<file path="src/rtl/branch_predict_ctrl.sv">
// Branch direction predictor and redirect controller.
// Predicts conditional branches and JAL in ID from a table of 2-bit
// saturating counters. Checks each prediction in EX against the resolved
// direction, drives the PC redirect and the IF/ID and ID/EX flushes, and
// keeps saturating branch and mispredict counts.
// All outputs are combinational from registered state and current inputs.
module branch_predict_ctrl #(
   parameter int BHT_ENTRIES = 16,
   parameter int XLEN        = 32
) (
   input  logic            clk,
   input  logic            rst,
   input  logic            stall_in,
   input  logic            id_valid,
   input  logic            id_is_branch,
   input  logic            id_is_jal,
   input  logic [XLEN-1:0] id_pc,
   input  logic [XLEN-1:0] id_target,
   output logic            id_pred_taken,
   input  logic            ex_valid,
   input  logic            ex_is_branch,
   input  logic            ex_is_jal,
   input  logic [XLEN-1:0] ex_pc,
   input  logic [XLEN-1:0] ex_target,
   input  logic            ex_pred_taken,
   input  logic            ex_br_taken,
   output logic            redirect_valid,
   output logic [XLEN-1:0] redirect_pc,
   output logic            flush_if,
   output logic            flush_id,
   output logic [15:0]     br_count,
   output logic [15:0]     mispred_count
);

   localparam int IDX = $clog2(BHT_ENTRIES);
   localparam logic [15:0] STAT_MAX = 16'hFFFF;

   typedef enum logic {
      ST_RUN    = 1'b0,
      ST_SQUASH = 1'b1
   } state_t;

   state_t          state_reg;
   logic [1:0]      ctr_reg  [BHT_ENTRIES];
   logic [1:0]      ctr_next [BHT_ENTRIES];
   logic [15:0]     br_count_reg;
   logic [15:0]     mispred_count_reg;

   logic [IDX-1:0]  idx_id;
   logic [IDX-1:0]  idx_ex;
   logic            ex_resolve;
   logic            mp;
   logic            tbl_upd;
   logic            id_redirect;
   logic [XLEN-1:0] ex_fallthru;

   // Word-aligned PC bits select the counter; PCs differing only in higher
   // bits alias onto the same entry on purpose. The remaining id_pc bits
   // are folded here only to mark them as deliberately unused.
   logic id_pc_unused;
   assign id_pc_unused = ^{id_pc[1:0], id_pc[XLEN-1:IDX+2]};

   assign idx_id = id_pc[IDX+1:2];
   assign idx_ex = ex_pc[IDX+1:2];

   // Resolution events are all gated by the stall so a frozen EX
   // instruction acts only on its first unstalled cycle.
   assign ex_resolve  = ex_valid & (ex_is_branch | ex_is_jal) & ~stall_in;
   assign mp          = ex_resolve & (ex_pred_taken != ex_br_taken);
   assign tbl_upd     = ex_valid & ex_is_branch & ~stall_in;
   assign ex_fallthru = ex_pc + XLEN'(4);

   // JAL is always taken; B-type follows the counter MSB.
   assign id_pred_taken = id_valid & (id_is_jal | (id_is_branch & ctr_reg[idx_id][1]));

   // ID redirects only in RUN, so the wrong-path instruction that follows a
   // mispredict cannot steer fetch.
   assign id_redirect = ~mp & (state_reg == ST_RUN) & ~stall_in & id_pred_taken;

   // Redirect/flush mux: EX mispredict beats an ID predicted-taken redirect.
   always_comb begin
      redirect_valid = 1'b0;
      redirect_pc    = '0;
      flush_if       = 1'b0;
      flush_id       = 1'b0;
      if (mp) begin
         redirect_valid = 1'b1;
         redirect_pc    = ex_br_taken ? ex_target : ex_fallthru;
         flush_if       = 1'b1;
         flush_id       = 1'b1;
      end else if (id_redirect) begin
         redirect_valid = 1'b1;
         redirect_pc    = id_target;
         flush_if       = 1'b1;
      end
   end

   // Per-entry next counter value: saturating step toward the resolved
   // direction for the entry addressed by the EX branch.
   genvar gi;
   generate
      for (gi = 0; gi < BHT_ENTRIES; gi++) begin : g_bht
         logic hit;
         assign hit = tbl_upd & (idx_ex == IDX'(gi));
         always_comb begin
            ctr_next[gi] = ctr_reg[gi];
            if (hit) begin
               if (ex_br_taken) begin
                  if (ctr_reg[gi] != 2'b11) begin
                     ctr_next[gi] = ctr_reg[gi] + 2'd1;
                  end
               end else begin
                  if (ctr_reg[gi] != 2'b00) begin
                     ctr_next[gi] = ctr_reg[gi] - 2'd1;
                  end
               end
            end
         end
      end
   endgenerate

   // Counter table: reset to weak not-taken, otherwise load the stepped value.
   // Reads above see the pre-edge value, so a same-cycle lookup gets the old one.
   always_ff @(posedge clk) begin
      if (rst) begin
         for (int i = 0; i < BHT_ENTRIES; i++) begin
            ctr_reg[i] <= 2'b01;
         end
      end else begin
         for (int i = 0; i < BHT_ENTRIES; i++) begin
            ctr_reg[i] <= ctr_next[i];
         end
      end
   end

   // Squash FSM: one SQUASH cycle after each mispredict, re-armed by a
   // back-to-back mispredict.
   always_ff @(posedge clk) begin
      if (rst) begin
         state_reg <= ST_RUN;
      end else begin
         case (state_reg)
            ST_RUN:    state_reg <= mp ? ST_SQUASH : ST_RUN;
            ST_SQUASH: state_reg <= mp ? ST_SQUASH : ST_RUN;
            default:   state_reg <= ST_RUN;
         endcase
      end
   end

   // Saturating statistics counters.
   always_ff @(posedge clk) begin
      if (rst) begin
         br_count_reg      <= '0;
         mispred_count_reg <= '0;
      end else begin
         if (ex_resolve && (br_count_reg != STAT_MAX)) begin
            br_count_reg <= br_count_reg + 16'd1;
         end
         if (mp && (mispred_count_reg != STAT_MAX)) begin
            mispred_count_reg <= mispred_count_reg + 16'd1;
         end
      end
   end

   assign br_count      = br_count_reg;
   assign mispred_count = mispred_count_reg;

endmodule

</file>
<file path="config.mk">
export PLATFORM = sky130hd
export DESIGN_NAME = branch_predict_ctrl
export DESIGN_NICKNAME = d
export VERILOG_FILES = /design/src/rtl/branch_predict_ctrl.sv
export SDC_FILE = /design/constraint.sdc
export NUM_CORES = 1
export LEC_CHECK = 0
export ABC_CLOCK_PERIOD_IN_PS = 2800
export CAP_MARGIN = 15
export CORE_MARGIN = 2
export CORE_UTILIZATION = 44
export DETAILED_ROUTE_END_ITERATION = 8
export PLACE_DENSITY_LB_ADDON = 0.3
export SYNTH_ARGS = -nofsm -noshare
export SYNTH_HDL_FRONTEND = slang
export SYNTH_SLANG_ARGS = --single-unit
</file>
<file path="constraint.sdc">
create_clock -name clk -period 2.8 [get_ports clk]
set_input_delay 0.28 -clock clk [delete_from_list [all_inputs] [get_ports clk]]
set_output_delay 0.28 -clock clk [all_outputs]
set_load 0.01 [all_outputs]
</file>
==> impl_metrics.csv, run 1 <==
group,metric,value,unit
floorplan,initial_utilization,44.83,%
critical_path,crit_arrival,2.49,ns
placement,place.gp.congestion,0.8631,
floorplan,dieArea,11850,um2
timing,setup_viol,0,
route,drt-total-wl,17090,um
layout,final_common_cell,"clkdlybuf4s50_1",
timing,maxSlewHeadroom,57.47,%
layout,fin_util,69.48,%
worst_hold_path,holdPathEnd,"ctr_reg[14][1]",
critical_path,cp-end-kind,"output port",
placement,dp.cells,982,
timing,fin_skew,0.01108,ns
power_and_ir_drop,p_leak,0.002863,uW
clocking,clockBufferDepth,2,
layout,mostFrequentLayoutCells,"clkdlybuf4s50_1 (131), nor2_1 (76), buf_4 (73), dfxtp_1 (62), nand2_1 (55)",
outcome,status,"finished clean",
layout,antenna_cells,0,
power_and_ir_drop,p_per_area,342.5,nW/um2
route,via_count,5946,
clocking,h-tree-depth,3,
clocking,cts_made_buffers,9,
synth,ys_warn_count,0,
worst_hold_path,hold_depth,2,
layout,fin_cells,1011,
global_route,grt_pass1_vias,5601,
timing,finalHoldViolations,0,
global_route,grt_usage,27.89,%
synth,synth_ff_type,"dfxtp_1",
clocking,cts.clk_slew.worst_paths,0.08,ns
route,drc,0,
critical_path,reg2reg_depth,6,
critical_path,worstReg2RegEnd,"br_count[1]",
floorplan,io_pins,207,
synth,synthesis.area,4838,um2
placement,dp_hpwl,12360,um
synth,ys_seq_area_share,26.89,%
placement,placed_cell_area,7149,um2
clocking,cts_sinks,65,
layout,num-nets-final,1011,
critical_path,path_class,"primary input to output port",
clocking,hold_buffers,0,
clocking,root_buffer,"clkbuf_8",
floorplan,die_w,108.9,um
synth,synth-seq-cells,65,
floorplan,die_h,108.9,um
floorplan,core_area,10790,um2
global_route,grt_max_degree,77,
layout,area_delta_synth_final,54.98,%
synth,syn_nets,786,
floorplan,rows,38,
synth,yosys.cell_types.count,58,
critical_path,ff2ff_setup_slack,0.49,ns
critical_path,worst_setup_path_start_kind,"primary input",
route,drt_pass1_iterations,6,
layout,finalInstanceArea,7498,um2
power_and_ir_drop,ir_drop,0.2854,mV
timing,maxSlewViolCount,0,
global_route,grt_antenna_before_repair,0,
placement,dpl_worst_slack,-0.4438,ns
route,post_drt_wl_per_cell,16.91,um
job,drv_cap,0,
timing,fmax,360.4,MHz
worst_hold_path,holdCritPathClass,"primary input to flip-flop",
synth,synth-edff-count,0,
timing,tightest_slew,0.6380,ns
clocking,cts_tree,"done",
clocking,clk_latency,0.35,ns
synth,syn_avg_cell_area,7.548,um2
timing,finalCritPeriodShare,99.09,%
global_route,grt_pass1_wl,26480,um
synth,syn_inst,641,
timing,rsz0062_at_grt,"yes",
placement,placement.io_buffers,178,
route,antenna_left,0,
timing,layout_setup_ws,0.02557,ns
critical_path,worst_ep_required_time,2.52,ns
layout,drive_above_1_share,15.50,%
critical_path,reg2reg_from,"br_count[0]",
synth,synth_async_sr_flop_share,0,%
global_route,gr-total-overflow,0,
critical_path,crit_start,"id_valid",
critical_path,cp_max_fo,16,
layout,largest_register_ffs,32,
timing,min_period,2.774,ns
route,drt_iter0_markers,471,
route,vias_per_cell,5.881,
worst_hold_path,min_from,"rst",
-- worst max-delay path by stage --
stage               slack (ns)         endpoint
finish                    0.03  redirect_pc[24]
CTS                       0.05   redirect_valid
detailed placement       -0.44  redirect_pc[24]
global placement         -0.42  redirect_pc[23]
global route             -0.04  redirect_pc[24]
floorplan                 0.64  redirect_pc[23]
-- final cells by class --
cell class                 instances  area, um2
inverter                          12      45.04
timing repair buffer             257       2344
tap                              140      175.2
multi-input combinational        521       3406
clock buffer                       9      123.9
sequential                        65       1305
fill                             845       3294
clock inverter                     7      100.1
-- Yosys cell counts (all sizes together), types with 14 or more instances --
cell    count  area share (%)
a21oi      15             1.6
a22o       17             3.2
clkbuf     35             2.7
dfxtp      65              27
mux2i      16             3.3
nand2      56             4.3
nand3      35             3.7
nand4      14             1.8
nor2       76             5.9
nor3       16             1.7
o21ai      47             4.9
o31ai      14             2.2
xor2       25             4.5
-- per-layer routing --
metal | up-vias | share of wire, % | routed length (um) | GRT usage [%]
met2 | 279 | 48 | 8283 | 49.56
li1 | 2854 | - | - | -
met5 | - | 0 | 0 | 0
met1 | 2779 | 40 | 6848 | 32.86
met4 | 0 | 2.0 | 338 | 9.982
met3 | 34 | 9.5 | 1623 | 6.037
-- cells by family (layout without fill, tap and decap cells) --
logic type | count (synthesis) | after routing | share of synthesized area [%]
simple gates | 285 | 287 | 30.67
compound gates | 173 | 173 | 25.39
flops | 65 | 65 | 26.89
buf+inv | 57 | 285 | 4.836
xor+xnor | 38 | 38 | 6.879
mux | 17 | 17 | 3.775
fa+ha+maj | 6 | 6 | 1.552
-- critical path, stage by stage --
cell,delay (ns)
clkdlybuf4s50_1,0.50
nand3_1,0.13
a221oi_1,0.22
o21ai_1,0.13
buf_4,0.16
a311oi_4,0.35
buf_6,0.18
buf_16,0.15
a22o_2,0.14
dlygate4sd2_1,0.26
-- through the flow --
stage | hold slack [ns] | TNS [ns] | total power [uW]
after floorplan | 0.4514 | 0 | 1300
after global placement | 0.4615 | -10.03 | 1653
after detailed placement | 0.4803 | -10.60 | 1677
after CTS | 0.4425 | 0 | 2568
after global routing | 0.4638 | -0.04231 | 2665
final | 0.4352 | 0 | 2568
-- power by group --
group	internal (uW)	switching, uW	total [uW]
clock	507	405	912
sequential	964	45.7	1010
combinational	358	288	647
total	1830	739	2570
-- timing repair --
item / CTS / global route
pin swaps: 13 / 2
hold endpoints to repair: 0 / 0
cloned: 3 / 0
buffers inserted: 9 / 1
endpoints found under the setup margin: 35 / 15
resized for setup: 69 / 28
No activity file was read; power rests on OpenSTA's default activity.
==> run 2: changes to the inputs <==
Settings changed: RECOVER_POWER set to 100, SKIP_LAST_GASP set to 1.
==> run 2 against run 1 <==
- critical path depth down 1
- first-iteration DRC count up 7.0%
- design area down 0.28%
- critical path type unchanged
- sequential cell count unchanged
- via count up 0.44%
- the flow now finishes with violations (negative setup slack)
- critical endpoint is now redirect_pc[30]
- register-to-register slack worse by 0.21 ns
==> impl_metrics.csv, run 2 (synthesis gave the netlist of run 1 again) <==
group,metric,value,unit
outcome,status,"finished, violations left",
outcome,violations,"negative setup slack",
critical_path,crit_arrival,2.64,ns
placement,dp_hpwl,12360,um
timing,finalHoldViolations,0,
timing,layout_setup_ws,-0.1165,ns
timing,fmax,342.9,MHz
route,post_drt_wl_per_cell,16.97,um
critical_path,path_class,"primary input to output port",
timing,maxSlewHeadroom,52.35,%
timing,rsz0062_at_grt,"yes",
critical_path,cp-end-kind,"output port",
power_and_ir_drop,total_power,2568,uW
layout,multi_input_area,3395,um2
route,drc,0,
floorplan,die_h,108.9,um
clocking,cts_tree,"done",
job,drv_cap,0,
layout,fin_util,69.28,%
critical_path,cp_max_fo,11,
power_and_ir_drop,internal-power,1829,uW
placement,place.gp.congestion,0.8631,
floorplan,initial_utilization,44.83,%
route,via_count,5972,
route,antenna_left,0,
clocking,clockBufferDepth,2,
timing,fin_skew,0.01038,ns
layout,antenna_cells,0,
power_and_ir_drop,p_per_area,343.4,nW/um2
global_route,grt_pass1_wl,26450,um
power_and_ir_drop,p_leak,0.002919,uW
critical_path,crit_top_cell,"buf_4",
critical_path,ff2ff_setup_slack,0.28,ns
route,drt-total-wl,17160,um
clocking,cts_made_buffers,9,
global_route,grt_antenna_before_repair,0,
layout,final_common_cell,"clkdlybuf4s50_1",
route,drt_iter0_markers,504,
global_route,grt_usage,27.87,%
power_and_ir_drop,sw_frac_of_total,28.77,%
global_route,gr-total-overflow,0,
timing,maxSlewViolCount,0,
power_and_ir_drop,clock_power_share,35.5,%
layout,fin_cells,1011,
layout,largest_register_ffs,32,
clocking,root_buffer,"clkbuf_8",
layout,fillCellCount,852,
power_and_ir_drop,ir_drop,0.2854,mV
floorplan,die_w,108.9,um
timing,finalCritPeriodShare,104.2,%
critical_path,slowest_delay,0.57,ns
placement,dpl_worst_slack,-0.4438,ns
power_and_ir_drop,comb_power_share,25.2,%
route,vias_per_cell,5.907,
layout,area_delta_synth_final,54.54,%
worst_hold_path,holdCritPathClass,"primary input to flip-flop",
layout,num-nets-final,1011,
critical_path,worst_setup_path_start_kind,"primary input",
critical_path,crit_chain,"dlygate4sd3_1 -> buf_4 -> ha_1 -> nand3_1 -> buf_4 -> nor4_4 -> mux2i_1 -> a221o_1 -> clkdlybuf4s50_1",
floorplan,dieArea,11850,um2
timing,setup_viol,10,
layout,drive_above_1_share,13.89,%
clocking,h-tree-depth,3,
placement,dp.cells,982,
critical_path,worst_path_max_delay_cell,"dlygate4sd3_1",
placement,placement.io_buffers,178,
critical_path,worst_ep_required_time,2.52,ns
floorplan,core_area,10790,um2
timing,tightest_slew,0.7073,ns
floorplan,rows,38,
clocking,cts.clk_slew.worst_paths,0.08,ns
global_route,grt_max_degree,77,
clocking,clk_latency,0.35,ns
clocking,hold_buffers,0,
floorplan,io_pins,207,
layout,register_area,1306,um2
layout,mostFrequentLayoutCells,"clkdlybuf4s50_1 (105), nor2_1 (76), buf_4 (67), dfxtp_1 (61), nand2_1 (55)",
global_route,grt_pass1_vias,5597,
power_and_ir_drop,power_frac_seq,39.3,%
power_and_ir_drop,p_sw,738.7,uW
route,drt_pass1_iterations,5,
timing,min_period,2.916,ns
clocking,cts_sinks,65,
==> run 2: worst max-delay path: cells and delay by family <==
family	cells	cell delay [ns]
buf+inv	4	1.45
compound gates	1	0.13
fa+ha+maj	1	0.19
mux	1	0.26
simple gates	2	0.32
==> run 2: repair_timing <==
action	CTS	global route
gates cloned	3	0
pin swaps	13	5
resized for setup	58	21
setup buffers	9	1
endpoints found under the hold margin	0	0
endpoints found under the setup margin	35	25
==> run 2: cell type report <==
type	count	share of cell area, %
multi-input combinational	521	45.40
timing repair buffer	257	31.19
sequential	65	17.47
tap	140	2.343
clock buffer	9	1.657
clock inverter	7	1.339
inverter	12	0.6024
==> run 2: per-stage QoR <==
stage,TNS [ns],hold WS [ns],area (um2)
3_5_place_dp,-10.60,0.4803,7149
6_report,-0.6821,0.4380,7477
3_3_place_gp,-10.03,0.4615,7149
4_1_cts,-0.7441,0.4425,7517
2_1_floorplan,0,0.4514,4838
5_1_grt,-2.186,0.4638,7477
==> run 2: layer usage <==
metal  track usage, %  wire (um)  up-vias
li1                 -          -     2854
met1            32.86       6931     2819
met2            49.47       8354      266
met3            6.037       1517       33
met4            9.982        357        0
met5                0          0        -
==> run 2: final timing paths <==
path	cells after the start	to	startpoint
max	9	redirect_pc[30]	ex_pc[3]
min	2	ctr_reg[14][1]	rst
max reg2reg	6	br_count[1]	br_count[0]
min reg2reg	2	ctr_reg[5][1]	ctr_reg[5][0]
==> run 2: power groups by stage <==
stage	logic, uW	clock network, uW	registers [uW]
final	647	911	1010
after global routing	695	952	1020
after CTS	648	919	1010
after detailed placement	648	0	1030
after global placement	630	0	1020
after floorplan	283	0	1020
